--- src/rtl/alu_pkg.sv ---
// ---------------------------------------------------------------------------
// alu_pkg
// Shared definitions for the ALU datapath blocks.
//   divState_e : sequencing states of the multi-cycle divide unit
//   ALU_W      : datapath operand width
//   DIV_ITERS  : restoring-divide iterations (one quotient bit per iteration)
// ---------------------------------------------------------------------------
package alu_pkg;

    typedef enum logic [1:0] {
        IDLE = 2'd0,
        RUN  = 2'd1,
        DONE = 2'd2
    } divState_e;

    localparam int ALU_W     = 8;
    localparam int DIV_ITERS = 8;

endpackage

--- src/rtl/subtractor_8bit.sv ---
// ---------------------------------------------------------------------------
// subtractor_8bit
// Combinational modulo-256 subtractor, diff_o = a_i - b_i.
// Ports:
//   a_i    [7:0] in  : minuend
//   b_i    [7:0] in  : subtrahend
//   diff_o [7:0] out : difference, wraps mod 256
// ---------------------------------------------------------------------------
module subtractor_8bit
    import alu_pkg::*;
(
    input  logic [ALU_W-1:0] a_i,
    input  logic [ALU_W-1:0] b_i,
    output logic [ALU_W-1:0] diff_o
);

    // Plain wrap-around difference; callers decide when the result is meaningful.
    assign diff_o = a_i - b_i;

endmodule

--- src/rtl/divider_seq_8bit.sv ---
// ---------------------------------------------------------------------------
// divider_seq_8bit
// Multi-cycle unsigned 8-bit restoring divider. One trial subtraction per
// clock through a single subtractor_8bit; eight iterations per operation.
// Ports:
//   clk        in  : clock, rising edge
//   rst        in  : asynchronous active-high reset
//   start      in  : request, sampled only while ready is high
//   dividend   in  : numerator, captured on the accepting edge
//   divisor    in  : denominator, captured on the accepting edge
//   ready      out : idle, will accept start
//   done       out : one-cycle pulse, results valid while high
//   quotient   out : result, held until the next accepted start
//   remainder  out : result, held until the next accepted start
//   err        out : divide-by-zero flag, valid with done
// Build option:
//   DIV_ZERO_CHK_EN : short-circuit a zero divisor straight to DONE with
//                     err=1, quotient=8'hFF, remainder=dividend.
//                     Undefined: err is tied low and a zero divisor runs the
//                     normal iterations (which give the same results).
// ---------------------------------------------------------------------------
module divider_seq_8bit
    import alu_pkg::*;
#(
    parameter int WIDTH = 8
) (
    input  logic             clk,
    input  logic             rst,
    input  logic             start,
    input  logic [ALU_W-1:0] dividend,
    input  logic [ALU_W-1:0] divisor,
    output logic             ready,
    output logic             done,
    output logic [ALU_W-1:0] quotient,
    output logic [ALU_W-1:0] remainder,
    output logic             err
);

    // The subtractor is fixed at 8 bits, so any other width cannot be built.
    generate
        if (WIDTH != ALU_W) begin : gWidthCheck
            $error("divider_seq_8bit: WIDTH must be 8");
        end
    endgenerate

    divState_e        state_q;
    logic [2:0]       iterCnt_q;
    logic [ALU_W-1:0] divisor_q;
    logic [ALU_W-1:0] quotSh_q;
    logic [ALU_W-1:0] partRem_q;
    logic [ALU_W-1:0] quotient_q;
    logic [ALU_W-1:0] remainder_q;

    logic [ALU_W:0]   trial;
    logic [ALU_W-1:0] trialDiff;
    logic             trialFits;
    logic [ALU_W-1:0] partRem_d;
    logic [ALU_W-1:0] quotSh_d;

    // Shift the next dividend bit into the partial remainder. The 9th bit
    // matters: if it is set, T is at least 256 and always exceeds D, and the
    // mod-256 difference is then still the correct new remainder.
    assign trial = {partRem_q, quotSh_q[ALU_W-1]};

    subtractor_8bit uSub (
        .a_i    (trial[ALU_W-1:0]),
        .b_i    (divisor_q),
        .diff_o (trialDiff)
    );

    always_comb begin
        trialFits = trial[ALU_W] | (trial[ALU_W-1:0] >= divisor_q);
        partRem_d = trialFits ? trialDiff : trial[ALU_W-1:0];
        quotSh_d  = {quotSh_q[ALU_W-2:0], trialFits};
    end

    // Sequencer and datapath registers. Results are copied out only on the
    // final iteration so the visible outputs hold steady during a run.
`ifdef DIV_ZERO_CHK_EN
    logic err_q;
`endif

    always_ff @(posedge clk or posedge rst) begin
        if (rst) begin
            state_q     <= IDLE;
            iterCnt_q   <= '0;
            divisor_q   <= '0;
            quotSh_q    <= '0;
            partRem_q   <= '0;
            quotient_q  <= '0;
            remainder_q <= '0;
`ifdef DIV_ZERO_CHK_EN
            err_q       <= 1'b0;
`endif
        end else begin
            case (state_q)
                IDLE: begin
                    if (start) begin
                        divisor_q <= divisor;
                        quotSh_q  <= dividend;
                        partRem_q <= '0;
                        iterCnt_q <= 3'(DIV_ITERS - 1);
`ifdef DIV_ZERO_CHK_EN
                        if (divisor == '0) begin
                            state_q     <= DONE;
                            quotient_q  <= '1;
                            remainder_q <= dividend;
                            err_q       <= 1'b1;
                        end else begin
                            state_q     <= RUN;
                            err_q       <= 1'b0;
                        end
`else
                        state_q <= RUN;
`endif
                    end
                end
                RUN: begin
                    partRem_q <= partRem_d;
                    quotSh_q  <= quotSh_d;
                    if (iterCnt_q == '0) begin
                        state_q     <= DONE;
                        quotient_q  <= quotSh_d;
                        remainder_q <= partRem_d;
                    end else begin
                        iterCnt_q <= iterCnt_q - 3'd1;
                    end
                end
                DONE: begin
                    state_q <= IDLE;
                end
                default: begin
                    state_q <= IDLE;
                end
            endcase
        end
    end

    assign ready     = (state_q == IDLE);
    assign done      = (state_q == DONE);
    assign quotient  = quotient_q;
    assign remainder = remainder_q;

`ifdef DIV_ZERO_CHK_EN
    assign err = err_q;
`else
    assign err = 1'b0;
`endif

endmodule

--- config.mk ---
export PLATFORM = sky130hd
export DESIGN_NAME = divider_seq_8bit
export DESIGN_NICKNAME = d
export VERILOG_FILES = /design/src/rtl/alu_pkg.sv /design/src/rtl/subtractor_8bit.sv /design/src/rtl/divider_seq_8bit.sv
export SDC_FILE = /design/constraint.sdc
export NUM_CORES = 1
export LEC_CHECK = 0
export ABC_CLOCK_PERIOD_IN_PS = 2700
export CAP_MARGIN = 20
export CORE_UTILIZATION = 54
export CTS_CLUSTER_DIAMETER = 100
export DETAILED_ROUTE_END_ITERATION = 8
export MAX_ROUTING_LAYER = met4
export PLACE_DENSITY = 0.88
export RECOVER_POWER = 25
export SLEW_MARGIN = 20
export SYNTH_ARGS = -nofsm -noshare
export SYNTH_HDL_FRONTEND = slang
export SYNTH_HIERARCHICAL = 1
export SYNTH_SLANG_ARGS = --single-unit
--- constraint.sdc ---
create_clock -name clk -period 2.7 [get_ports clk]
set_input_delay 0.54 -clock clk [delete_from_list [all_inputs] [get_ports clk]]
set_output_delay 0.54 -clock clk [all_outputs]
set_load 0.02 [all_outputs]
==> results of run 1 <==
## power by group through the flow
stage / clock network, mW / logic [mW] / registers (mW)
2_1_floorplan: 0 / 1.76 / 1.32
3_3_place_gp: 0 / 2.39 / 1.25
3_5_place_dp: 0 / 2.49 / 1.27
4_1_cts: 0.443 / 2.52 / 1.26
5_1_grt: 0.467 / 2.80 / 1.31
6_report: 0.439 / 2.54 / 1.26
## state kept, by name, summed over array words and instances (netlist names)
signal / cells
quotSh_q: 8
partRem_q: 8
divisor_q: 8
remainder: 8
state_q: 2
iterCnt_q: 3
quotient: 8
## worst paths after layout
| check | start | end | slack (ps) | cells after the start |
|---|---|---|---|---|
| worst max-delay path | partRem_q[1] | partRem_q[7] | 510 | 7 |
| worst min-delay path | iterCnt_q[0] | iterCnt_q[0] | 480 | 1 |
| worst max register to register | partRem_q[1] | partRem_q[7] | 510 | 7 |
| worst min register to register | iterCnt_q[0] | iterCnt_q[0] | 480 | 1 |
| max in group asynchronous | rst | remainder[5] | 1000 | 3 |
| min in group asynchronous | rst | quotSh_q[3] | 1020 | 3 |
## per-layer routing
metal / global-route usage [%] / wire [um] / up-vias
li1: - / - / 1052
met1: 33.5 / 2540 / 1010
met2: 35.3 / 2480 / 83
met3: 3.52 / 326 / 7
met4: 8.44 / 71 / 0
met5: - / 0 / -
## synthesized netlist by cell type (all sizes together), types with 2 or more instances
library cell / n / share of area (%)
xor2: 2 / 0.68
clkbuf: 6 / 0.92
and3: 3 / 0.72
nor2b: 4 / 0.96
mux2i: 3 / 1.2
nand2: 61 / 8.9
dfrtp: 45 / 43
mux2: 2 / 0.87
xnor2: 5 / 1.7
nor2: 8 / 1.3
nand4b: 7 / 2.4
o211ai: 25 / 7.4
nand2b: 4 / 0.96
inv: 22 / 3.2
o21bai: 2 / 0.58
buf: 11 / 2.4
o21ai: 16 / 3.1
a31oi: 3 / 0.72
a21oi: 10 / 2.1
nand3: 9 / 1.7
ha: 17 / 8.2
a21o: 5 / 1.5
nand4: 2 / 0.48
and3b: 4 / 1.3
## critical path, cell delays in order, from the launching register on
cell and delay (ps):
dfrtp_1 470, ha_1 430, o211ai_2 230, a21oi_2 70, or3_1 350, a31oi_1 310, o211ai_1 140, o211ai_1 110
## through the flow
stage,instances,power [mW]
final,372,4.24
after floorplan,286,3.07
after CTS,372,4.22
after global routing,372,4.57
after global placement,364,3.64
after detailed placement,364,3.76
## logic make-up (layout without fill, tap and decap cells)
group	Yosys count	after routing	share of synthesized area, %
compound gates	65	65	16.8
xor+xnor	7	7	2.36
buf+inv	39	73	6.51
simple gates	106	106	19.8
other cells	1	1	0.145
mux	5	5	2.03
fa+ha+maj	18	18	8.97
flops	45	45	43.4
## area by class of cell
| class | count | area [um2] | share of cell area [%] |
|---|---|---|---|
| Timing Repair Buffer | 43 | 410 | 13.3 |
| Tap cell | 52 | 65.1 | 2.11 |
| Multi-Input combinational cell | 202 | 1300 | 42.2 |
| Clock buffer | 5 | 68.8 | 2.24 |
| Inverter | 22 | 82.6 | 2.68 |
| Sequential cell | 45 | 1130 | 36.6 |
| Clock inverter | 3 | 25.0 | 0.813 |
==> flow_summary.json, run 1 <==
{
  "status": "complete, but fails checks",
  "violations": "DRC",
  "syn_area_per_cell_um2": 9.07,
  "gp_congestion": 0.911,
  "internal-power_mw": 2.29,
  "track_usage_pct": 23.8,
  "seq_power_share_pct": 29.8,
  "placed_cell_area_um2": 2990,
  "num_antenna_cells": 0,
  "syn_inst": 286,
  "clk_pin_slew_worst_paths_ps": 90,
  "drc": 2,
  "post_cts_buffers": 0,
  "maxSlewViolCount": 0,
  "combPwrFrac_pct": 59.9,
  "cellLeakagePower_nw": 1.42,
  "critPathKind": "register to register",
  "p_switching_mw": 1.95,
  "rows": 24,
  "cts_hold_buf": 0,
  "fin_util_pct": 68.8,
  "nFillCells": 357,
  "slew_headroom_pct": 26.1,
  "die-area_um2": 5090,
  "fp.coreArea_um2": 4470,
  "whs_ps": 476,
  "clock_skew_ps": 8.28,
  "crit_fanout": 5,
  "mostFrequentLayoutCells": "nand2_1, dfrtp_1, clkdlybuf4s50_1",
  "drt-total-wl_mm": 5.42,
  "syn_nets": 323,
  "antenna_found_initial": 0,
  "setup_tns_ps": 0,
  "nets": 356,
  "vias": 2152,
  "die_h_um": 71.3,
  "cp-end-kind": "register",
  "clockBufferDepth": 2,
  "grt_overflow": 0,
  "drt_iter0_drc": 204,
  "clock_sinks": 45,
  "dpl_worst_slack_ps": 553,
  "clkLatencyLatePin_ps": 310,
  "dr.pass1.iters": 6,
  "min_period_over_period_pct": 81.3,
  "synth_cell_types": 45,
  "peakVddDrop_uv": 820,
  "synthToLayoutAreaGrowth_pct": 18.6,
  "setup_violations": 0,
  "netlist_area_um2": 2590,
  "cp_data_required_time_ps": 2910,
  "synth-seq-area-share_pct": 43.4,
  "grt_max_degree": 46,
  "die_width_um": 71.3,
  "tightest_slew_ps": 1110,
  "cts_resized": 0,
  "hold_viol": 0,
  "viasPerCell": 5.78,
  "p_clk_share_pct": 10.4,
  "htreeDepth": 2,
  "fmax_mhz": 456,
  "ys_warn_count": 6,
  "grt_setup_unrepaired": "no",
  "arrival_ps": 2410,
  "ys_ff_latch": 45,
  "finalWorstPathRequiredPeriod_ps": 2190,
  "cts_buffers": 5,
  "hpwl_mm": 3.92,
  "first_global_vias": 1975,
  "drtAntennaViolNets": 0,
  "port_buffers": 36,
  "hold_class": "register to register",
  "drive_above_1_share_pct": 7.19,
  "synth_edf_count": 0,
  "async_reset_ff_share_pct": 100,
  "grt_first_pass_wirelength_mm": 9.20,
  "io_pins": 38,
  "setup_ws_ps": 506,
  "cap_violations": 0,
  "cts_tree": "done",
  "final_common_cell": "nand2_1",
  "root_buffer": "clkbuf_8",
  "swShare_pct": 45.9,
  "final_area_um2": 3080,
  "ys.flop_type": "dfrtp_1",
  "initial_utilization_pct": 58.0,
  "wl_per_cell_um": 14.6,
  "power.density_nw_per_um2": 1380,
  "critPathLaunchType": "register"
}
Note: power is estimated with default switching activity, not from simulation.
==> run 2: changes to the inputs <==
--- a/config.mk
+++ b/config.mk
@@ -5,7 +5,7 @@
 export SDC_FILE = /design/constraint.sdc
 export NUM_CORES = 1
 export LEC_CHECK = 0
-export ABC_CLOCK_PERIOD_IN_PS = 2700
+export ABC_CLOCK_PERIOD_IN_PS = 2200
 export CAP_MARGIN = 20
 export CORE_UTILIZATION = 54
 export CTS_CLUSTER_DIAMETER = 100
==> constraint.sdc (replaced) <==
create_clock -name clk -period 2.2 [get_ports clk]
set_input_delay 0.44 -clock clk [delete_from_list [all_inputs] [get_ports clk]]
set_output_delay 0.44 -clock clk [all_outputs]
set_load 0.02 [all_outputs]
==> flow_summary.json, run 2 (synthesized netlist as in run 1, its figures left out) <==
{
  "status": "complete, but fails checks",
  "violations": "DRC",
  "gp_congestion": 0.810,
  "num_antenna_cells": 0,
  "die_width_um": 71.3,
  "cts_resized": 0,
  "cap_violations": 0,
  "nets": 360,
  "fmax_mhz": 478,
  "slew_headroom_pct": 29.4,
  "cellLeakagePower_nw": 1.45,
  "multi_input_area_um2": 1310,
  "cp_data_required_time_ps": 1760,
  "cts_buffers": 5,
  "peakVddDrop_uv": 794,
  "slowest_stage": "clkdlybuf4s50_1",
  "maxSlewViolCount": 0,
  "nFillCells": 347,
  "first_global_vias": 2017,
  "dpl_worst_slack_ps": 111,
  "track_usage_pct": 24.5,
  "drc": 2,
  "setup_ws_ps": 108,
  "antenna_found_initial": 0,
  "rows": 24,
  "cp-end-kind": "output port",
  "clock_skew_ps": 4.14,
  "drtAntennaViolNets": 0,
  "die-area_um2": 5090,
  "grt_first_pass_wirelength_mm": 9.48,
  "seq_area_um2": 1130,
  "total_power_mw": 5.42,
  "clkLatencyLatePin_ps": 300,
  "arrival_ps": 1650,
  "clockBufferDepth": 2,
  "dp.cells": 368,
  "grt_setup_unrepaired": "no",
  "cts_tree": "done",
  "power.density_nw_per_um2": 1720,
  "dr.pass1.iters": 6,
  "vias": 2132,
  "die_h_um": 71.3,
  "stdcell_count": 376,
  "io_pins": 38,
  "root_buffer": "clkbuf_8",
  "synthToLayoutAreaGrowth_pct": 21.2,
  "hold_class": "register to register",
  "post_cts_buffers": 0,
  "hpwl_mm": 4.00,
  "port_buffers": 36,
  "initial_utilization_pct": 58.0,
  "critPathLaunchType": "register",
  "grt_overflow": 0,
  "viasPerCell": 5.67,
  "whs_ps": 478,
  "drt_iter0_drc": 203,
  "drt-total-wl_mm": 5.39,
  "wl_per_cell_um": 14.3,
  "cts_hold_buf": 0,
  "crit_fanout": 13,
  "mostFrequentLayoutCells": "nand2_1, dfrtp_1, clkdlybuf4s50_1",
  "clock_sinks": 45,
  "slowest_delay_ps": 630,
  "setup_tns_ps": 0,
  "tightest_slew_ps": 1060,
  "setup_violations": 0,
  "final_common_cell": "nand2_1",
  "min_period_over_period_pct": 95.1,
  "hold_viol": 0,
  "clk_pin_slew_worst_paths_ps": 80,
  "crit_chain": "nor2_1 -> clkdlybuf4s50_1",
  "finalWorstPathRequiredPeriod_ps": 2090,
  "drive_above_1_share_pct": 9.26,
  "htreeDepth": 2,
  "grt_max_degree": 46,
  "critPathKind": "register to output port",
  "fp.coreArea_um2": 4470
}
## run 2: final cells by class
| class | instances | area share [%] |
|---|---|---|
| Tap cell | 52 | 2.07 |
| Clock buffer | 6 | 2.63 |
| Multi-Input combinational cell | 202 | 41.7 |
| Timing Repair Buffer | 47 | 14.0 |
| Inverter | 22 | 2.63 |
| Sequential cell | 45 | 35.8 |
| Clock inverter | 2 | 1.19 |
## run 2: per-layer routing
| metal | vias to the layer above | wire length (um) | share of wire (%) | GRT usage [%] |
|---|---|---|---|---|
| met5 | - | 0 | 0 | - |
| met4 | 0 | 53 | 0.98 | 6.44 |
| met3 | 6 | 280 | 5.2 | 4.22 |
| met2 | 77 | 2470 | 46 | 36.8 |
| met1 | 991 | 2590 | 48 | 34.6 |
| li1 | 1058 | - | - | - |
## run 2: power by group
group / internal (mW) / total [mW] / switching [mW]
clock network: 0.369 / 0.651 / 0.282
registers: 1.23 / 1.54 / 0.314
logic: 1.44 / 3.23 / 1.79
## run 2: through the flow
| stage | utilization, % | area (um2) |
|---|---|---|
| 2_1_floorplan | - | 2590 |
| 3_3_place_gp | 67.4 | 3020 |
| 3_5_place_dp | 67.4 | 3020 |
| 4_1_cts | 70.1 | 3140 |
| 5_1_grt | 70.3 | 3150 |
| 6_report | 70.3 | 3150 |
## run 2: path summary, 6_finish.rpt
path	from	end	slack, ps	depth (start not counted)
worst max-delay path	state_q[0]	ready	110	2
worst max register to register	partRem_q[0]	partRem_q[0]	150	7
worst min-delay path	iterCnt_q[0]	iterCnt_q[0]	480	1
max in group asynchronous	rst	divisor_q[7]	640	3
worst min register to register	iterCnt_q[0]	iterCnt_q[0]	480	1
min in group asynchronous	rst	quotient[4]	910	3
## run 2: worst max-delay path: cells and delay by family (launching register included)
| kind | cells | cell delay [ps] |
|---|---|---|
| buffers and inverters | 1 | 630 |
| and+or+nand+nor | 1 | 210 |
| DFF | 1 | 510 |
==> RTL edit (settings of run 2) <==
Reset style: synchronous (`rst`), changed in one clocked block. Comments in the files are not updated.
--- a/src/rtl/divider_seq_8bit.sv
+++ b/src/rtl/divider_seq_8bit.sv
@@ -80,7 +80,7 @@
     logic err_q;
 `endif
 
-    always_ff @(posedge clk or posedge rst) begin
+    always_ff @(posedge clk) begin
         if (rst) begin
             state_q     <= IDLE;
             iterCnt_q   <= '0;
Formal check against the unedited RTL: differs if rst is asserted again (counterexample within 4 cycles, from zero or initial values and one cycle with rst high); with rst held inactive, the same outputs for 10 cycles.
==> RTL edit against run 2 <==
Worst setup slack worse by 0.040 ns; clock skew up 0.0057 ns; wire length up 10%; sequential cell count unchanged; critical path depth up 5; area after synthesis down 5.1%; cell area down 2.7%; final cell count up 6.1%; critical path type is now reg -> reg.
Power is not compared: it rests on default switching activity, and its combinational part moved more than twofold at a synthesized area within 25%.
==> RTL edit: results <==
[drt]
viasPerCell = 5.87
route.met2.wl_um = 2910
drtIter0Drc = 145
drt_pass1_iterations = 4
wl_met1_um = 2610
wl_met3_um = 297
wirelength_um = 5940

[global_route]
grt_use_met1 = 0.312
met2_usage = 0.435
grt_pass1_wl_um = 9790
grt_start_max_net_pins = 26
grt_pass1_vias = 2177
grt_use_met3 = 0.0509
grtUsageTotal = 0.260

[layout]
seq-cell-share = 0.296
nonClkBufAreaFrac = 0.160
inv_count = 19
nets = 383
signal_buffers = 50
area_share_clock_buf_inv = 0.0364
drive_gt1_frac = 0.107
nMultiInputCombCells = 225

[timing]
max_slew_margin = 0.605
fin_skew_ns = 0.00982

[hold_path]
hold_path_startpoint = "quotient[3]"
hold_path_depth = 2

[yosys]
synth_fa_ha_area_frac = 0.0945
muxShareOfSynthArea = 0
synthTopCellsByCount = "nand2_1 (59), dfxtp_1 (45), a21oi_1 (27)"
synth_compound_area_frac = 0.233
async_flop_share = 0
syn_nets = 343
yosysSeqAreaShare = 0.366
netlist_top_cells_area = "dfxtp_1 (37%), nand2_1 (9.0%), ha_1 (8.6%)"

[run_status]
status = "complete, no violations"

[placement]
gp_congestion = 0.860
hpwlAfterDp_um = 4220

[worst_setup_path]
critical-path-slowest-cell = "o311a_2"
path_max_fanout = 11
worstPathArrival_ns = 2.39
cpLargestDelayFamily = "compound AO/OA/AOI/OAI gates"
cp_slowest_stage_delay_ns = 0.51
reg2reg_slack_ns = 0.07
cp-startpoint = "divisor_q[1]"
worst_r2r_endpoint = "partRem_q[6]"
[RTL edit: how the worst max path moves through the flow]
stage                   endpoint  slack [ns]  cells past startpoint
finish              partRem_q[6]        0.07                      7
global route        partRem_q[7]        0.01                      9
CTS                 partRem_q[6]        0.02                     10
detailed placement  partRem_q[6]        0.04                     10
global placement    partRem_q[6]        0.13                     10
floorplan           partRem_q[6]        0.16                      7
[RTL edit: per-stage QoR]
stage / cells / hold slack (ns) / total power (W) / area (um2) / setup slack (ns)
after floorplan: 306 / 0.443 / 0.00171 / 2460 / 0.157
after global placement: 390 / 0.445 / 0.00199 / 2920 / 0.127
after detailed placement: 390 / 0.447 / 0.00202 / 2920 / 0.0384
after CTS: 398 / 0.459 / 0.00265 / 3030 / 0.0168
after global routing: 399 / 0.481 / 0.00284 / 3060 / 0.0112
final: 399 / 0.458 / 0.00271 / 3060 / 0.0686
